## src/rtl/video_slot_arbiter.sv

```systemverilog
// ---------------------------------------------------------------------------
// video_slot_arbiter
//
// Owns the single video read slot of the shared memory port and hands it to
// either the ST shifter or the Viking card. Each granted read is tagged with
// its issuer so that the 64-bit data returning DATA_LAT cycles later is
// flagged for the requester that actually asked for it. A change of owner
// requested through viking_enable only takes effect at a frame boundary of
// the current owner (falling vsync), or after SWITCH_TIMEOUT video slots
// if that boundary never arrives.
//
// Parameters:
//   VIDEO_CYCLE     bus_cycle value that is the video slot
//   DATA_LAT        cycles from read to data valid (1..4)
//   SWITCH_TIMEOUT  video slots to wait for vsync before forcing a handover
//
// Ports:
//   clk_32          system clock, the only clock
//   reset           synchronous, active-high
//   bus_cycle       bus phase, advances once per clk_32
//   viking_enable   requested owner (1 = Viking, 0 = shifter)
//   sh_req/sh_addr/sh_vs   shifter request, word address, vsync (active low)
//   vk_req/vk_addr/vk_vs   Viking request, word address, vsync (active low)
//   vaddr, read     registered address / read strobe to memory
//   data            memory read data (routed externally using *_dvalid)
//   sh_ack/vk_ack   request consumed in this slot
//   sh_dvalid/vk_dvalid    data belongs to this requester this cycle
//   owner_viking    current owner
//   switching       handover in progress
//
// Build option:
//   VIDEO_ARB_STEAL_EN  when defined, a slot the owner leaves idle is given
//                       to the non-owner (never while a handover is pending).
// ---------------------------------------------------------------------------
module video_slot_arbiter #(
  parameter logic [1:0]  VIDEO_CYCLE    = 2'd1,
  parameter int          DATA_LAT       = 2,
  parameter logic [15:0] SWITCH_TIMEOUT = 16'd40000
) (
  input  logic        clk_32,
  input  logic        reset,
  input  logic [1:0]  bus_cycle,
  input  logic        viking_enable,
  input  logic        sh_req,
  input  logic [22:0] sh_addr,
  input  logic        sh_vs,
  input  logic        vk_req,
  input  logic [22:0] vk_addr,
  input  logic        vk_vs,
  output logic [22:0] vaddr,
  output logic        read,
  input  logic [63:0] data,
  output logic        sh_ack,
  output logic        vk_ack,
  output logic        sh_dvalid,
  output logic        vk_dvalid,
  output logic        owner_viking,
  output logic        switching
);

  typedef enum logic [1:0] {
    OWN_SH,
    DRAIN_SH,
    OWN_VK,
    DRAIN_VK
  } state_t;

  state_t state, state_next;

  logic        edge_seen, edge_seen_next;
  logic [15:0] slot_cnt, slot_cnt_next;
  logic        sh_vs_d, vk_vs_d;

  // Outstanding reads: valid bit and issuer (1 = Viking) per latency stage.
  logic [DATA_LAT-1:0] pipe_valid;
  logic [DATA_LAT-1:0] pipe_who;

  logic        owner_is_vk;
  logic        draining;
  logic        owner_req;
  logic        other_req;
  logic        owner_fall;
  logic        timed_out;
  logic        pipe_empty;
  logic [1:0]  next_phase;
  logic        pre_slot;
  logic        slot_now;
  logic        grant;
  logic        grant_vk;

  // The data bus itself is routed outside this block; only the tags matter.
  logic        unused_data;
  assign unused_data = ^data;

  assign owner_is_vk = (state == OWN_VK) || (state == DRAIN_VK);
  assign draining    = (state == DRAIN_SH) || (state == DRAIN_VK);
  assign owner_req   = owner_is_vk ? vk_req : sh_req;
  assign other_req   = owner_is_vk ? sh_req : vk_req;
  assign owner_fall  = owner_is_vk ? (vk_vs_d & ~vk_vs) : (sh_vs_d & ~sh_vs);
  assign timed_out   = (slot_cnt >= SWITCH_TIMEOUT);
  assign pipe_empty  = ~|pipe_valid;

  // Outputs are registered, so the grant is decided in the cycle just
  // before the video slot and becomes visible during the slot itself.
  assign next_phase  = bus_cycle + 2'd1;
  assign pre_slot    = (next_phase == VIDEO_CYCLE);
  assign slot_now    = (bus_cycle == VIDEO_CYCLE);

  assign owner_viking = owner_is_vk;
  assign switching    = draining;

  // Slot grant: the owner gets the slot while it owns it or while draining,
  // until a forced handover has been armed by the timeout.
  always_comb begin
    grant    = 1'b0;
    grant_vk = 1'b0;
    if (pre_slot) begin
      if ((!draining || !timed_out) && owner_req) begin
        grant    = 1'b1;
        grant_vk = owner_is_vk;
      end
`ifdef VIDEO_ARB_STEAL_EN
      else if (!draining && other_req) begin
        grant    = 1'b1;
        grant_vk = !owner_is_vk;
      end
`endif
    end
  end

  // Ownership FSM. A handover waits for a vsync falling edge of the current
  // owner (or the timeout) and for every outstanding read to have returned,
  // so data never arrives after the slot changed hands.
  always_comb begin
    state_next     = state;
    edge_seen_next = edge_seen;
    slot_cnt_next  = slot_cnt;
    if (draining) begin
      edge_seen_next = edge_seen | owner_fall;
      if (slot_now && (slot_cnt != 16'hFFFF)) begin
        slot_cnt_next = slot_cnt + 16'd1;
      end
    end else begin
      edge_seen_next = 1'b0;
      slot_cnt_next  = 16'd0;
    end
    case (state)
      OWN_SH: begin
        if (viking_enable) begin
          state_next = DRAIN_SH;
        end
      end
      DRAIN_SH: begin
        if (!viking_enable) begin
          state_next     = OWN_SH;
          edge_seen_next = 1'b0;
          slot_cnt_next  = 16'd0;
        end else if ((edge_seen || timed_out) && pipe_empty) begin
          state_next     = OWN_VK;
          edge_seen_next = 1'b0;
          slot_cnt_next  = 16'd0;
        end
      end
      OWN_VK: begin
        if (!viking_enable) begin
          state_next = DRAIN_VK;
        end
      end
      DRAIN_VK: begin
        if (viking_enable) begin
          state_next     = OWN_VK;
          edge_seen_next = 1'b0;
          slot_cnt_next  = 16'd0;
        end else if ((edge_seen || timed_out) && pipe_empty) begin
          state_next     = OWN_SH;
          edge_seen_next = 1'b0;
          slot_cnt_next  = 16'd0;
        end
      end
      default: begin
        state_next = OWN_SH;
      end
    endcase
  end

  // State register; after reset the owner is whoever viking_enable selects.
  always_ff @(posedge clk_32) begin
    if (reset) begin
      state     <= viking_enable ? OWN_VK : OWN_SH;
      edge_seen <= 1'b0;
      slot_cnt  <= 16'd0;
    end else begin
      state     <= state_next;
      edge_seen <= edge_seen_next;
      slot_cnt  <= slot_cnt_next;
    end
  end

  // Memory strobes, tag pipe and data-valid flags. vaddr keeps its last
  // value on idle slots. Reset empties the pipe so an aborted read never
  // produces a data-valid pulse.
  always_ff @(posedge clk_32) begin
    if (reset) begin
      read       <= 1'b0;
      vaddr      <= 23'd0;
      sh_ack     <= 1'b0;
      vk_ack     <= 1'b0;
      sh_dvalid  <= 1'b0;
      vk_dvalid  <= 1'b0;
      pipe_valid <= '0;
      pipe_who   <= '0;
      sh_vs_d    <= 1'b1;
      vk_vs_d    <= 1'b1;
    end else begin
      read   <= grant;
      sh_ack <= grant & ~grant_vk;
      vk_ack <= grant & grant_vk;
      if (grant) begin
        vaddr <= grant_vk ? vk_addr : sh_addr;
      end
      pipe_valid[0] <= grant;
      pipe_who[0]   <= grant_vk;
      for (int i = 1; i < DATA_LAT; i++) begin
        pipe_valid[i] <= pipe_valid[i-1];
        pipe_who[i]   <= pipe_who[i-1];
      end
      sh_dvalid <= pipe_valid[DATA_LAT-1] & ~pipe_who[DATA_LAT-1];
      vk_dvalid <= pipe_valid[DATA_LAT-1] & pipe_who[DATA_LAT-1];
      sh_vs_d   <= sh_vs;
      vk_vs_d   <= vk_vs;
    end
  end

endmodule

```

## config.mk

```make
export PLATFORM = sky130hd
export DESIGN_NAME = video_slot_arbiter
export DESIGN_NICKNAME = d
export VERILOG_FILES = /design/src/rtl/video_slot_arbiter.sv
export SDC_FILE = /design/constraint.sdc
export NUM_CORES = 1
export LEC_CHECK = 0
export BUFFER_PORTS_ARGS = -buffer_cell sky130_fd_sc_hd__buf_2
export CORE_ASPECT_RATIO = 0.7
export CORE_MARGIN = 4
export CORE_UTILIZATION = 45
export DETAILED_ROUTE_END_ITERATION = 6
export PLACE_DENSITY = 0.87
export SYNTH_ARGS = -nofsm -noshare
export SYNTH_HDL_FRONTEND = slang
export SYNTH_SLANG_ARGS = --single-unit
```

## constraint.sdc

```tcl
create_clock -name clk_32 -period 2.15 [get_ports clk_32]
set_input_delay 0.5375 -clock clk_32 [delete_from_list [all_inputs] [get_ports clk_32]]
set_output_delay 0.5375 -clock clk_32 [all_outputs]
set_load 0.05 [all_outputs]
```

=== Word-level counts from Yosys, hierarchy flattened ===
Index checks and enable logic that the tools add are counted.

* Reductions and logical operators: 13
* Equal/unequal tests: 10
* Multiplexer cells: 27
* $lt $le $gt $ge: 1
* Bitwise gates (word level): 11
* Add/subtract/negate cells: 2

{| class="wikitable"
|+ Operator list
! kind !! number
|-
| 16-bit two-way mux || 5
|-
| 16-bit case mux with 2 select lines || 1
|-
| 23-bit two-way mux || 1
|-
| 16-bit by 1-bit adder with 16-bit output, second input constant || 1
|-
| 16-bit >= comparator, second input constant || 1
|-
| 2-bit two-way mux || 8
|-
| 16-bit inequality test, second input constant || 1
|-
| 1-bit two-way mux || 10
|-
| 4-bit by 3-bit inequality test with 1-bit output, second input constant || 2
|-
| 2-bit case mux with 4 select lines || 1
|-
| 1-bit bitwise AND || 6
|-
| 2-bit by 1-bit == test with 1-bit output, second input constant || 3
|-
| 3-bit inequality test, second input constant || 2
|-
| 2-bit == test, second input constant || 2
|-
| 1-bit logical OR || 4
|-
| 1-bit NOT || 4
|-
| 4-bit AND reduction || 1
|-
| 1-bit logical AND || 3
|-
| 1-bit zero test || 3
|-
| 2-bit by 1-bit adder with 2-bit output, second input constant || 1
|-
| 2-bit zero test || 1
|-
| 1-bit case mux with 2 select lines || 1
|-
| 2-bit OR reduction || 1
|-
| 1-bit bitwise OR || 1
|}

* Logic and storage cells: 77
* Register bits: 53
* Bits of input ports: 119
* Output and inout port bits: 30

=== Depth between registers and ports, before layout ===
Gate-level depths: netlist (run 1).

* Word-level depth: 9
* Depth in mapped cells: 7
* Gate-level depth less buffers: 5

=== Worst setup path before layout (run 1) ===
No wires, ideal clock.

* Path type: register -> register
* From: reg slot_cnt[7]
* To: reg vaddr[22]
* Arrival: 1.896 ns
* Cell stages (with the launch flop): 8
* Required time: 2.069 ns
* Path slack: 0.173 ns
* Path through: dfxtp_1 > buf_6 > or4_4 > a211o_1 > a21o_1 > buf_6 > buf_6 > a211oi_2

* Word-level cells in the longest chain between the ends: 7

{| class="wikitable"
|+ Ends and longest elaborated chain
! what !! RTL line !! text
|-
| start: declaration || 71 || <nowiki>logic [15:0] slot_cnt, slot_cnt_next;</nowiki>
|-
| start signal: assignment || 195 || <nowiki>slot_cnt <= slot_cnt_next;</nowiki>
|-
| 16-bit >= comparator (*) || 100 || <nowiki>assign timed_out = (slot_cnt >= SWITCH_TIMEOUT);</nowiki>
|-
| 1-bit zero test (*) || 118 || <nowiki>if ((!draining || !timed_out) && owner_req) begin</nowiki>
|-
| 1-bit logical OR (*) || 118 ||
|-
| 1-bit logical AND (*) || 118 ||
|-
| 1-bit two-way mux || 118 ||
|-
| 1-bit two-way mux || 117 || <nowiki>if (pre_slot) begin</nowiki>
|-
| 23-bit two-way mux || 219 || <nowiki>vaddr <= grant_vk ? vk_addr : sh_addr;</nowiki>
|-
| end signal: assignment || 219 ||
|-
| end: declaration || 50 || <nowiki>output logic [22:0] vaddr,</nowiki>
|}

Every way passes the cells marked *; elsewhere a longest branch is shown, timed or not.
A chain may end at the register's enable or synchronous reset.

=== Final worst setup path (run 1) ===
* From: reg slot_cnt[6]
* To: reg slot_cnt[3]

* Word-level cells in the longest chain between the ends: 7

{| class="wikitable"
|+ Ends and longest elaborated chain
! what !! RTL line !! text
|-
| parallel branches: the longest is 6 deep, another holds 16-bit >= comparator || n/a ||
|-
| 16-bit case mux with 2 select lines (*) || 147 || <nowiki>case (state)</nowiki>
|}

Mark *: on every way between the ends.

==> results of run 1 <==
[layout make-up]
class	count	area share (%)
Clock buffer	6	2.44
Clock inverter	2	0.407
Inverter	28	3.11
Multi-Input combinational cell	181	42.5
Sequential cell	52	31.4
Tap cell	75	2.77
Timing Repair Buffer	103	17.4
[registers in the layout, summed over array words and instances, names as in the netlist, named ones only]
name        flops
edge_seen       1
sh_vs_d         1
sh_ack          1
vk_dvalid       1
vk_ack          1
slot_cnt       16
state           1
sh_dvalid       1
vaddr          23
vk_vs_d         1
pipe_valid      2
pipe_who        2
[where the power goes]
part	switching [mW]	leakage, nW	internal, mW	total [mW]
Clock	0.337	0.0516	0.264	0.601
Combinational	0.288	0.838	0.191	0.478
Sequential	0.0282	0.427	1.01	1.04
[path summary, 6_finish.rpt]
check                                  from  slack (ns)           to  cells after the start
worst max-delay path            slot_cnt[6]        0.09  slot_cnt[3]                      5
worst min-delay path                  vk_vs        0.42      vk_vs_d                      2
worst max register to register  slot_cnt[6]        0.09  slot_cnt[3]                      5
worst min register to register  pipe_who[1]        0.42    sh_dvalid                      1
[worst max-delay path, delay by kind of cell, from the launching register on]
kind | cells | cell delay [ns]
AO/OA/AOI/OAI | 3 | 0.89
flip-flops | 1 | 0.32
buffers and inverters | 1 | 0.22
AND/OR/NAND/NOR | 1 | 0.56
[logic make-up (layout without fill, tap and decap cells)]
| logic type | count (synthesis) | count (layout) | share of synthesized area [%] |
|---|---|---|---|
| muxes | 24 | 24 | 9.83 |
| and+or+nand+nor | 68 | 68 | 15.5 |
| xor gates and xnor gates | 1 | 1 | 0.320 |
| adders and majority gates | 2 | 2 | 0.914 |
| DFF | 52 | 52 | 38.8 |
| buffers and inverters | 53 | 139 | 8.69 |
| AOI/OAI and AO/OA | 86 | 86 | 26.0 |
[per-layer routing]
metal | GRT usage, % | up-vias
li1 | - | 1226
met1 | 26.3 | 1193
met2 | 32.1 | 96
met3 | 3.34 | 10
met4 | 7.08 | 0
met5 | 0 | -
[synth_stat cells, types with 3 or more instances]
cell type   n
nand3_1     7
nand2_1     6
a211oi_1   30
nor2b_1     5
inv_1      28
mux2_2     23
clkbuf_1   18
dfxtp_1    50
nor2_1      7
nand4_1     6
a211o_1     3
o31ai_1    10
o21ai_0     7
nor4_1      3
or4_1       8
buf_6       5
a21oi_1     6
or3_1       7
a211oi_2   16
a21oi_2     9
or2_2       3
[per-stage QoR]
stage	worst slack [ns]	utilization, %
after global placement	0.133	56.0
after detailed placement	0.111	56.0
after global routing	0.0279	58.2
after floorplan	0.173	-
after CTS	0.0000316	57.7
final	0.0900	58.2
[what timing repair did]
action	4_1_cts	5_1_grt
setup endpoints to repair	0	1
setup buffers	0	4
hold buffers	0	0
==> impl_results.md, run 1 <==
* Critical path endpoint category: register
* TritonCTS buffer count at 5
* Root buf cell: clkbuf_8
* Placed Instances at 435
* Synthesized cell area at 0.00274 mm²
* Largest net degree at the start of global routing at 35
* Post-synth EDFFs at 2
* Area after DPL at 0.00326 mm²
* Post-DP HPWL at 5370 µm
* CTS max path bufs at 2
* Final period util at 95.8%
* Chip Width at 101 µm
* Routed vias at 2525
* Initial detailed-routing violation count at 191
* H-tree levels at 2
* Async S/R FF share, synth at 0%
* Most common cell after layout, fill and taps aside: buf_2
* Vias in the first global route at 2450
* Synth Instances at 286
* Core area at 0.00581 mm²
* Synth warn at 0
* Final RePlAce weighted congestion at 0.875
* Post-route non-filler standard cell count at 447
* Site row count at 23
* P per Cell Area at 627 mW/mm²
* Top-Level Pins at 149
* Filler Cells Inserted at 521
* FF/Latch Area at 0.00106 mm²
* Max-slew violation count at 0
* Ys flop type: dfxtp_1
* Synth top area cells: dfxtp_1 37%, mux2_2 9.5%, a211oi_1 8.2%, a211oi_2 7.3%, inv_1 3.8%
* Post-route DRC violation count at 0
* Clock skew at 0.00795 ns
* Required time of the critical path at 2.39 ns
* Final setup fails at 0
* Fraction of layout cells with a size suffix above 1 at 44.4%
* Final instance area at 0.00338 mm²
* Via/cell ratio at 5.65
* HP Class: primary input to register
* Multi-input logic area at 0.00144 mm²
* Post-Route M1 WL at 3220 µm
* Post-synth top area share at 36.6%
* Sequential area share after synthesis at 38.8%
* Highest metal used: met4
* Max frequency at 485 MHz
* Max stage delay on crit path at 0.56 ns
* ANT cells at 0
* Worst relative slew slack at 60.3%
* Grt total ovfl at 0
* Synth cell types at 42
* First-pass GRT wire length at 11600 µm
* Status: finished clean
* Total Neg Setup Slack at 0 ns
* Die area at 0.00741 mm²
* Critical-path top delay cell: or4_4
* WL per Instance at 16.2 µm
* Crit-path cells: or4_4 > a211o_1 > a211o_1 > buf_12 > a21oi_1
* DR pass1 iterations at 4
* Die height at 73.2 µm
* Tot GR Track Use at 19.7%
* Met2 routed WL at 3460 µm
* WHS at 0.423 ns
* Worst Tran Pin Value at 0.590 ns
* Max VDD drop at 0.000339 V
* Worst path arrival time at 2.30 ns
* Clock Sinks at 52
* Crit start category: register
* Clk_lat worst skew at 0.31 ns
* Avg Cell Area, Syn at 9.57 µm²
* Syn-to-layout area delta at 23.6%
* Post-Syn Nets at 407
* Max-cap viol count at 0
* RSZ-0062 raised after global routing: false
* Shortest period the worst path allows at 2.06 ns
* Most frequent cells in the layout: 84 x buf_2, 50 x dfxtp_1, 30 x a211oi_1
* Port Buffers at 84
* Metal3 WL at 435 µm
* Critical path class: register to register
* ANT nets after route at 0
* Final #Nets at 492
* Synth area leader: dfxtp_1
* Seq cells post-synth at 52
* Fin. Hold Viols at 0
* LEAKAGE at 1.32 nW
* Initial core utilization at 47.1%
* Post-cts sizing count at 0
* WL final at 7250 µm
* Overall Power at 2.12 mW
* CTS tree: built
* Initial antenna violation count at 0
* Crit-path max FO at 9
* Crit-path most repeated cell: a211o_1
* Clock transition at path regs at 0.10 ns
No activity file was read; power rests on OpenSTA's default activity.
==> run 2, diff against run 1 <==
--- a/config.mk
+++ b/config.mk
@@ -10,6 +10,7 @@
 export CORE_MARGIN = 4
 export CORE_UTILIZATION = 45
 export DETAILED_ROUTE_END_ITERATION = 6
+export MAX_ROUTING_LAYER = met4
 export PLACE_DENSITY = 0.87
 export SYNTH_ARGS = -nofsm -noshare
 export SYNTH_HDL_FRONTEND = slang
==> impl_results.md, run 2 (synthesized netlist as in run 1, its figures left out) <==
* Status: finished clean (unchanged)
* Most common cell after layout, fill and taps aside: buf_2 (unchanged)
* Max VDD drop at 0.000339 V (about the same)
* Cts-stage hold buffer count at 0 (unchanged)
* Site row count at 23 (unchanged)
* Largest register by flop count: vaddr (unchanged)
* WL per Instance at 16.2 µm (unchanged)
* Max-cap viol count at 0 (unchanged)
* LEAKAGE at 1.32 nW (unchanged)
* Combinational fraction of design power at 22.6% (about the same)
* Clk_lat worst skew at 0.31 ns (about the same)
* GRT busiest layer: met2 (unchanged)
* Root buf cell: clkbuf_8 (unchanged)
* Chip Width at 101 µm (unchanged)
* Clock transition at path regs at 0.10 ns (about the same)
* Met1 usage at 26.5% (was 26.3%)
* ANT cells at 0 (unchanged)
* CTS max path bufs at 2 (unchanged)
* Vias in the first global route at 2440 (was 2450)
* Initial core utilization at 47.1% (unchanged)
* Post-route DRC violation count at 0 (unchanged)
* Crit-path cells: or4_4 > a211o_1 > a211o_1 > buf_12 > a21oi_1 (unchanged)
* Critical-path top delay cell: or4_4 (unchanged)
* Post-CTS Setup Bufs at 0 (unchanged)
* Most frequent cells in the layout: 84 x buf_2, 50 x dfxtp_1, 30 x a211oi_1 (unchanged)
* TritonCTS buffer count at 5 (unchanged)
* Fin. Hold Viols at 0 (unchanged)
* Post-DP HPWL at 5370 µm (unchanged)
* Met3 usage at 2.87% (was 3.34%)
* First-pass GRT wire length at 11600 µm (about the same)
* Shortest period the worst path allows at 2.06 ns (about the same)
* ANT nets after route at 0 (unchanged)
* Crit-path max FO at 9 (unchanged)
* WL final at 7250 µm (unchanged)
* Total Neg Setup Slack at 0 ns (unchanged)
* P per Cell Area at 626 mW/mm² (was 627 mW/mm²)
* Crit-path most repeated cell: a211o_1 (unchanged)
* CTS tree: built (unchanged)
* Via/cell ratio at 5.62 (was 5.65)
* Critical path class: register to register (unchanged)
* Stages on worst setup path at 5 (unchanged)
* Reg power frac at 49.1% (about the same)
* Port Buffers at 84 (unchanged)
* Net switching fraction of the power at 30.7% (was 30.8%)
* Worst path arrival time at 2.30 ns (about the same)
* Core area at 0.00581 mm² (unchanged)
* DR pass1 iterations at 4 (unchanged)
* Worst path top cell family by delay: compound AO/OA/AOI/OAI gates (unchanged)
* Sw Pwr at 0.651 mW (was 0.653 mW)
* Largest net degree at the start of global routing at 35 (unchanged)
* Worst Setup EP: slot_cnt[3] (unchanged)
* Crit start category: register (unchanged)
* Die height at 73.2 µm (unchanged)
* Clock share of power at 28.3% (was 28.4%)
* Final setup fails at 0 (unchanged)
* Max stage delay on crit path at 0.56 ns (about the same)
* Clock Sinks at 52 (unchanged)
* WP buf/inv at 1 (unchanged)
* Post-route non-filler standard cell count at 447 (unchanged)
* Internal power at 1.47 mW (about the same)
* Clock skew at 0.00679 ns (was 0.00795 ns)
* Routed vias at 2512 (was 2525)
* Grt total ovfl at 0 (unchanged)
* HP Class: primary input to register (unchanged)
* Largest register FFs at 23 (unchanged)
* Worst r2r src: slot_cnt[6] (unchanged)
* Worst Tran Pin Value at 0.594 ns (was 0.590 ns)
* RSZ-0062 raised after global routing: false (unchanged)
* Post-cts sizing count at 0 (unchanged)
* Final period util at 95.9% (was 95.8%)
* Hold path depth at 2 (unchanged)
* Critical path endpoint category: register (unchanged)
* H-tree levels at 2 (unchanged)
* Tot GR Track Use at 20.2% (was 19.7%)
* Required time of the critical path at 2.39 ns (about the same)
* Placed Instances at 435 (unchanged)
* Max frequency at 485 MHz (about the same)
* Worst relative slew slack at 60.0% (was 60.3%)
* Max-slew violation count at 0 (unchanged)
* Initial detailed-routing violation count at 174 (was 191)
* Largest registers: vaddr: 23 flops, slot_cnt: 16 flops (unchanged)
* Syn-to-layout area delta at 23.6% (unchanged)
* Final RePlAce weighted congestion at 0.889 (was 0.875)
* Die area at 0.00741 mm² (unchanged)
* Top-Level Pins at 149 (unchanged)
* Initial antenna violation count at 0 (unchanged)
* Fraction of layout cells with a size suffix above 1 at 44.4% (unchanged)
* Slack of the worst reg-to-reg path at 0.09 ns (about the same)
* FF-to-FF path depth at 5 (unchanged)
* Final #Nets at 492 (unchanged)
* Met2 usage at 32.1% (unchanged)
* Crit path from: slot_cnt[6] (unchanged)
* End of the worst register-to-register path: slot_cnt[3] (unchanged)
==> run 2: cell counts in the layout (fill, tap and decap cells not counted) <==
No cell type changed its count.
==> run 2: worst min path at each step <==
stage                     start        end
floorplan           pipe_who[1]  sh_dvalid
global placement    pipe_who[1]  sh_dvalid
detailed placement  pipe_who[1]  sh_dvalid
CTS                       vk_vs    vk_vs_d
global route              sh_vs    sh_vs_d
finish                    vk_vs    vk_vs_d
==> run 2: cell type report <==
type / instances / area [µm²]
clock buffer: 6 / 82.6
tap: 75 / 93.8
inverter: 28 / 105
fill: 521 / 2430
sequential: 52 / 1060
multi-input combinational: 181 / 1440
timing repair buffer: 103 / 588
clock inverter: 2 / 13.8
==> run 2: worst register-to-register path, cell delays in order (launching register included) <==
cell	delay, ns
dfxtp_1	0.32
or4_4	0.56
a211o_1	0.33
a211o_1	0.47
buf_12	0.22
a21oi_1	0.11
==> run 2: layer usage <==
layer,part of all wire [%],wire length (µm),up-vias
met4,1.8,131,0
li1,-,-,1232
met1,46,3310,1190
met5,0,0,-
met3,4.8,348,10
met2,48,3470,80
==> run 2: through the flow <==
| step | util, % | hold WS [ns] | instance area [µm²] | power, mW | setup WS (ns) |
|---|---|---|---|---|---|
| 2_1_floorplan | - | 0.389 | 2740 | 1.40 | 0.173 |
| 3_3_place_gp | 56.0 | 0.396 | 3260 | 1.51 | 0.133 |
| 3_5_place_dp | 56.0 | 0.408 | 3260 | 1.53 | 0.111 |
| 4_1_cts | 57.7 | 0.411 | 3350 | 2.12 | 0.0000316 |
| 5_1_grt | 58.2 | 0.429 | 3380 | 2.20 | 0.0267 |
| 6_report | 58.2 | 0.423 | 3380 | 2.12 | 0.0888 |
==> run 2: power by group through the flow <==
stage | logic [mW] | clock network [mW] | registers [mW]
5_1_grt | 0.508 | 0.648 | 1.04
2_1_floorplan | 0.237 | 0 | 1.16
6_report | 0.478 | 0.599 | 1.04
4_1_cts | 0.464 | 0.616 | 1.04
3_5_place_dp | 0.463 | 0 | 1.07
3_3_place_gp | 0.452 | 0 | 1.06
